File: src/rtl/fb_pixel_writer.sv
// fb_pixel_writer: turns (x, y, colour, plot) requests into linear
// frame-buffer writes for a 160x120 memory, with a hardware clear sweep.
//
// Ports:
//   clk, reset_n        clock, synchronous active-low reset
//   x_in, y_in          pixel column / row
//   colour_in           pixel colour
//   plot_in, ready_out  request valid / block can accept this cycle
//   clear_req           start a clear sweep (level, sampled in IDLE)
//   busy                clear sweep in progress
//   fb_addr, fb_data    frame-buffer write address / data
//   fb_wren             frame-buffer write enable
//   drop_cnt            saturating count of out-of-range requests
//
// Build option: define FB_COORD_WRAP_EN to wrap out-of-range coordinates
// (x-H_RES, y-V_RES) instead of dropping them; drop_cnt then stays 0.
module fb_pixel_writer #(
    parameter int                     H_RES        = 160,
    parameter int                     V_RES        = 120,
    parameter int                     COLOUR_W     = 3,
    parameter int                     ADDR_W       = 15,
    parameter logic [COLOUR_W-1:0]    CLEAR_COLOUR = '0
) (
    input  logic                clk,
    input  logic                reset_n,
    input  logic [7:0]          x_in,
    input  logic [6:0]          y_in,
    input  logic [COLOUR_W-1:0] colour_in,
    input  logic                plot_in,
    output logic                ready_out,
    input  logic                clear_req,
    output logic                busy,
    output logic [ADDR_W-1:0]   fb_addr,
    output logic [COLOUR_W-1:0] fb_data,
    output logic                fb_wren,
    output logic [7:0]          drop_cnt
);

    typedef enum logic {
        IDLE,
        CLEAR
    } state_t;

    localparam logic [7:0]        H_LIM    = 8'(H_RES);
    localparam logic [6:0]        V_LIM    = 7'(V_RES);
    localparam logic [ADDR_W-1:0] LAST_PIX = ADDR_W'(H_RES * V_RES - 1);

    state_t              state;
    logic [ADDR_W-1:0]   clr_cnt;
    logic [ADDR_W-1:0]   nxt_cnt;
    logic [ADDR_W-1:0]   pix_addr;
    logic [ADDR_W-1:0]   x_ext;
    logic [ADDR_W-1:0]   y_ext;
    logic [7:0]          x_eff;
    logic [6:0]          y_eff;
    logic                write_ok;
    logic                accept;

    // A pending clear always wins over a simultaneous plot.
    assign ready_out = (state == IDLE) && !clear_req;
    assign accept    = plot_in && ready_out;

    always_comb begin
        x_eff = x_in;
        y_eff = y_in;
`ifdef FB_COORD_WRAP_EN
        if (x_in >= H_LIM) x_eff = x_in - H_LIM;
        if (y_in >= V_LIM) y_eff = y_in - V_LIM;
        write_ok = 1'b1;
`else
        write_ok = (x_in < H_LIM) && (y_in < V_LIM);
`endif
    end

    // y*160 as two shifts; ADDR_W holds 19199 without truncation.
    assign x_ext    = ADDR_W'(x_eff);
    assign y_ext    = ADDR_W'(y_eff);
    assign pix_addr = (y_ext << 7) + (y_ext << 5) + x_ext;
    assign nxt_cnt  = clr_cnt + ADDR_W'(1);

    always_ff @(posedge clk) begin
        if (!reset_n) begin
            state    <= IDLE;
            clr_cnt  <= '0;
            fb_addr  <= '0;
            fb_data  <= '0;
            fb_wren  <= 1'b0;
            busy     <= 1'b0;
            drop_cnt <= '0;
        end else begin
            unique case (state)
                IDLE: begin
                    if (clear_req) begin
                        state   <= CLEAR;
                        clr_cnt <= '0;
                        fb_addr <= '0;
                        fb_data <= CLEAR_COLOUR;
                        fb_wren <= 1'b1;
                        busy    <= 1'b1;
                    end else if (accept && write_ok) begin
                        fb_addr <= pix_addr;
                        fb_data <= colour_in;
                        fb_wren <= 1'b1;
                    end else begin
                        fb_wren <= 1'b0;
                        if (accept && drop_cnt != 8'hFF)
                            drop_cnt <= drop_cnt + 8'd1;
                    end
                end
                CLEAR: begin
                    // clr_cnt mirrors the address currently on fb_addr.
                    if (clr_cnt == LAST_PIX) begin
                        state   <= IDLE;
                        clr_cnt <= '0;
                        fb_wren <= 1'b0;
                        busy    <= 1'b0;
                    end else begin
                        clr_cnt <= nxt_cnt;
                        fb_addr <= nxt_cnt;
                        fb_data <= CLEAR_COLOUR;
                        fb_wren <= 1'b1;
                    end
                end
                default: state <= IDLE;
            endcase
        end
    end

endmodule

File: config.mk
export PLATFORM = sky130hd
export DESIGN_NAME = fb_pixel_writer
export DESIGN_NICKNAME = d
export VERILOG_FILES = /design/src/rtl/fb_pixel_writer.sv
export SDC_FILE = /design/constraint.sdc
export NUM_CORES = 1
export LEC_CHECK = 0
export CORE_ASPECT_RATIO = 0.6
export CORE_MARGIN = 1
export CORE_UTILIZATION = 35
export CTS_CLUSTER_SIZE = 8
export DETAILED_ROUTE_END_ITERATION = 10
export PLACE_DENSITY = 0.61
export SETUP_SLACK_MARGIN = 0.4
export SLEW_MARGIN = 5
export SYNTH_ARGS = -nofsm -noshare
export SYNTH_HDL_FRONTEND = slang
export SYNTH_SLANG_ARGS = --single-unit
File: constraint.sdc
create_clock -name clk -period 3.2 [get_ports clk]
set_input_delay 0.64 -clock clk [delete_from_list [all_inputs] [get_ports clk]]
set_output_delay 0.64 -clock clk [all_outputs]
set_load 0.02 [all_outputs]
### Word-level counts from Yosys, hierarchy flattened

Index checks and enable logic that the tools add are counted.

* output and inout port bits: 29
* register bits after elaboration: 44
* input port bits: 22
* logic and storage cells: 51

* muxes and demuxes: 20
* bitwise gates (word level): 3
* eq/ne operators: 6
* reduce and logical (&&, ||, !) cells: 9
* order comparisons: 2
* $add $sub $neg: 4

Operators by type and width (count)
* 2-to-1 mux 15 bit: 5
* one-hot mux 15 bit (2 select lines): 2
* adder 14 x 12 -> 15 bit: 1
* adder 15 x 1 -> 15 bit, second input constant: 1
* adder 15 x 8 -> 15 bit: 1
* == test 15 bit, second input constant: 1
* 2-to-1 mux 3 bit: 3
* adder 8 x 1 -> 8 bit, second input constant: 1
* less-than comparator 8 bit, second input constant: 1
* inequality test 8 bit, second input constant: 1
* less-than comparator 7 bit, second input constant: 1
* 2-to-1 mux 1 bit: 6
* one-hot mux 1 bit (2 select lines): 3
* one-hot mux 3 bit (2 select lines): 1
* logical AND 1 bit: 5
* inequality test 2 bit, second input constant: 2
* AND reduction 2 bit: 2
* AND reduction 4 bit: 1
* inequality test 3 x 2 -> 1 bit, second input constant: 1
* inverter 1 bit: 3
* inequality test 2 x 1 -> 1 bit, second input constant: 1
* logical NOT 1 bit: 1

### Logic depth before layout (Yosys ltp)

* word-level depth: 7
* mapped depth: 9
* gate-level depth less buffers: 9

### Worst setup path before layout

OpenSTA, ideal clock, no wires.

* path kind: in2reg
* start: in x_in[7]
* end: reg fb_addr[13]
* setup time: 0.120 ns
* arrival: 2.386 ns
* stages: 9
* data required time: 3.080 ns
* buffers on the path: 0
* path slack: 0.693 ns
* path through: inv_1 -> fa_1 -> inv_1 -> ha_1 -> a211oi_1 -> o21ai_0 -> o211ai_1 -> mux2i_1 -> a21oi_1

* cells in the longest elaborated chain, start to end: 5
* elaborated cells between the ends (all ways): 9
* those cells by class: add/sub (1); order compare (1); eq/ne (1); mux (3); reduce/logical (3)

Ends and longest elaborated chain
* start: declaration: line 26 `input logic [7:0] x_in,`
* parallel branches: the longest is 5 deep, another holds adder 15 x 8 -> 15 bit
* end signal: assignment: line 101 `fb_addr <= pix_addr;`
* end signal: assignment: line 119 `fb_addr <= nxt_cnt;`
* end: declaration: line 33 `output logic [ADDR_W-1:0] fb_addr,`

Parallel ways; which one is timed is not known. The select of a mux whose other input is x is not followed.
A chain may end at the register's enable or synchronous reset.

### Worst setup path in the final report

* start: in x_in[6]
* end: reg fb_addr[12]

The elaborated chain is that of the path after synthesis.

==> results.md <==
Layout:
- The synthesis-to-finish area growth is 31.0%.
- Registers take 881 um^2.
- The fraction of the core area covered by cells at the end of the flow is 0.476.
- After the last flow step, the layout net total stands at 401.
- Fill cells in the final layout number 706.
- 0 antenna diodes ended up in the layout.
- The share of final-layout standard cells stronger than drive strength 1 is 0.121.
- In the final layout, the multi-input gates occupy 1650 um^2.

Placed design:
- The count of buffers from port buffering is 50.
- Detailed placement finished with a half-perimeter wire length of 5.28 mm.
- The final estimated routing congestion in global placement is 0.828.

Global routing:
- The initial antenna violation count came to 0.
- For this run, the total global-route usage over all layers was measured as 0.190.
- The via count of the first global-routing pass came to 2279.
- The total overflow left after global routing is 0.
- The global-route wire length before repair is 11.8 mm.
- Entering global routing, the biggest net connects 23 pins.

STA:
- The number of setup violations in the final report is 0.
- The max-slew violation count is 0.
- For the pin with the worst max-slew slack, the measured transition is 0.599 ns.
- Of the available clock period, the critical path in the final layout requires 0.865.
- Static timing analysis puts the maximum clock frequency at 361 MHz.
- The clock arrives with 0.00803 ns of skew.
- Setup repair after global routing left no endpoint under its margin.
- The worst pin sits at a relative slew slack of 0.597.
- The clock period could shrink to 2.77 ns.
- The number of endpoints with negative hold slack in the final report is 0.

Critical path:
- The maximum fanout encountered on the critical timing path is 4.
- The number of cells on the worst reg-to-reg path is 7.
- The critical path in this run is classified as in2reg.
- Counting stages on the worst path, the most repeated cell is ha_1.
- The arrival time reported for the critical path endpoint is 2.95 ns.
- Traced cell by cell, the critical path runs through clkdlybuf4s50_1 -> ha_1 -> ha_1 -> inv_1 -> fa_2 -> nor2b_2 -> o31a_1 -> or3_1 -> nand3_1 -> o221a_2.
- The required time of the critical path is 3.38 ns.
- The slowest library cell on the worst path is clkdlybuf4s50_1.
- The worst setup path is captured at a flip-flop.
- The worst setup path is launched from a primary input.
- The largest single stage delay on the critical path is 0.43 ns.

Hold path:
- The number of stages on the worst hold path is 2.
- The tightest min-delay check is of the reg2reg type.

Flow run:
- The number of max-capacitance violations reported is 0.

Die:
- The floorplan step defined a die boundary enclosing 7930 um^2.
- In this run the horizontal extent of the chip is 114 um.
- The placeable core region is 7300 um^2.
- The top-level I/O count is 51.
- The die is 69.4 um tall.
- The number of placement rows is 24.
- The initial standard-cell utilization of the core is 0.363.

Clock network:
- The CTS tree is done.
- Clock tree synthesis selected as its root buffer the cell clkbuf_16.
- The number of hold buffers added after CTS was 0.
- The clock tree synthesis step divided the H-tree into 2 levels.
- The total CTS buffers is 5.
- In this run the deepest clock path goes through 2 buffers.
- Clock-pin slew was measured on the worst setup and hold paths at 0.07 ns.
- The later pin in the worst-skew pair is clocked with a latency of 0.29 ns.
- Clock tree synthesis found a total of 44 sinks.

Yosys:
- The top-area cell type share of the netlist area is 0.333.
- Counting flops with a built-in enable in the synthesized netlist gives 0.
- The number of nets in the synthesized netlist is 351.
- During synthesis, Yosys emitted a total of 0 warnings.
- The fraction of registers with async set or reset after synthesis is 0.
- In this run the cell area of the synthesized design comes to 2650 um^2.
- The most repeated cell in the gate-level netlist after synthesis is dfxtp_1.
- The sequential share of the synthesized area is 0.333.
- For this run, the leading register cell type out of synthesis is dfxtp_1.
- Ranked by instance count, the synthesized netlist is headed by dfxtp_1, nor2_1, a21oi_1.
- The count of distinct cell types in the synthesized netlist is 57.
- The number of flip-flops and latches in the synthesized netlist is 44.
- The mean instance size in the synthesized netlist is 8.49 um^2.
- Ranked by total cell area, the synthesized netlist is headed by dfxtp_1, ha_1, nor2_1.
- The cell accounting for the most synthesized area is dfxtp_1.
- Counting every instance in the synthesized netlist gives 312.

Drt:
- The total wire length is 7.33 mm.
- The violation count after the first detailed-route iteration is 102.
- After detailed routing, the average wire length per cell comes to 15.7 um.
- The via count normalized by instance count is 5.32.
- The first TritonRoute pass finished after 4 iterations.
- The routed layout has 2483 vias.
- The detail route stage leaves a number of antenna-violating nets equal to 0.
- After detailed routing, the number of remaining DRC violations is 0.

Power:
- The total power is 1.51 mW.
- Power spread over the standard cell area amounts to 436 nW/um^2.
- The largest vdd supply drop is 0.227 mV.
- Summed over all cells, the static leakage comes to 1.31 nW.

Status:
- The run finished with clean final reports.
-- registers in the layout (all words and copies together), names as in the netlist --
name,cells
busy,1
clr_cnt,15
drop_cnt,8
fb_addr,15
fb_data,3
fb_wren,1
state,1
-- layer usage --
layer	GRT usage	part of all wire	vias to the layer above
li1	-	-	1236
met1	0.310	0.55	1190
met2	0.247	0.40	52
met3	0.0350	0.043	5
met4	0.0476	0.0086	0
met5	0	0	-
-- metrics by stage --
stage | worst slack, ns | hold WS [ns] | setup TNS [ns] | area (um^2) | cells
2_1_floorplan | 0.693 | 0.521 | 0 | 2650 | 312
3_3_place_gp | 0.0304 | 0.446 | 0 | 3240 | 458
3_5_place_dp | -0.0190 | 0.449 | -0.0289 | 3240 | 458
4_1_cts | 0.390 | 0.462 | 0 | 3420 | 466
5_1_grt | 0.338 | 0.482 | 0 | 3470 | 467
6_report | 0.430 | 0.462 | 0 | 3470 | 467
-- critical path, delay by kind of cell --
| family | cells | cell delay (ns) |
|---|---|---|
| compound gates | 2 | 0.49 |
| fa+ha+maj | 3 | 0.93 |
| buf+inv | 2 | 0.53 |
| simple gates | 3 | 0.37 |
-- final timing paths --
kind / startpoint / endpoint / slack (ns)
max: x_in[6] / fb_addr[12]$_SDFFE_PN0P_ / 0.43
max reg2reg: clr_cnt[0]$_SDFFE_PN0N_ / fb_addr[12]$_SDFFE_PN0P_ / 0.75
min: fb_data[2]$_SDFFE_PN0P_ / fb_data[2]$_SDFFE_PN0P_ / 0.46
min reg2reg: fb_data[2]$_SDFFE_PN0P_ / fb_data[2]$_SDFFE_PN0P_ / 0.46
-- cells in the final DEF (no fill, tap or decap), drive strengths merged, types with 11 or more instances in the layout --
cell           netlist  layout
clkdlybuf4s50        0      50
dfxtp               44      44
nor2                34      34
a21oi               23      23
nand2               19      19
o21ai               17      17
ha                  15      15
xnor2               14      14
nand3               12      12
nor3                12      12
inv                 12      12
buf                 10      11
-- where the power goes --
part / internal (mW) / switching, mW
combinational: 0.144 / 0.165
sequential: 0.570 / 0.0163
clock: 0.391 / 0.227
-- logic make-up (layout without fill, tap and decap cells) --
logic type / after synthesis / count (layout) / share of synthesized area
AOI/OAI and AO/OA: 84 / 84 / 0.225
DFF: 44 / 44 / 0.333
adders and majority gates: 17 / 17 / 0.0860
buffers and inverters: 31 / 82 / 0.0619
xor gates and xnor gates: 20 / 20 / 0.0661
muxes: 3 / 3 / 0.0113
and+or+nand+nor: 113 / 113 / 0.217
-- final cells by class --
class | instances | share of cell area
inverters | 13 | 0.0141
repair buffers | 61 | 0.168
clock inverters | 2 | 0.0112
clock buffers | 6 | 0.0400
flip-flops and latches | 44 | 0.254
well taps | 104 | 0.0375
multi-input cells | 237 | 0.475
-- timing repair --
item,CTS,global route
buffers inserted,0,1
resized for setup,2,9
pin swaps,1,5
endpoints found under the setup margin,3,4
(Power assumes the default switching activity.)
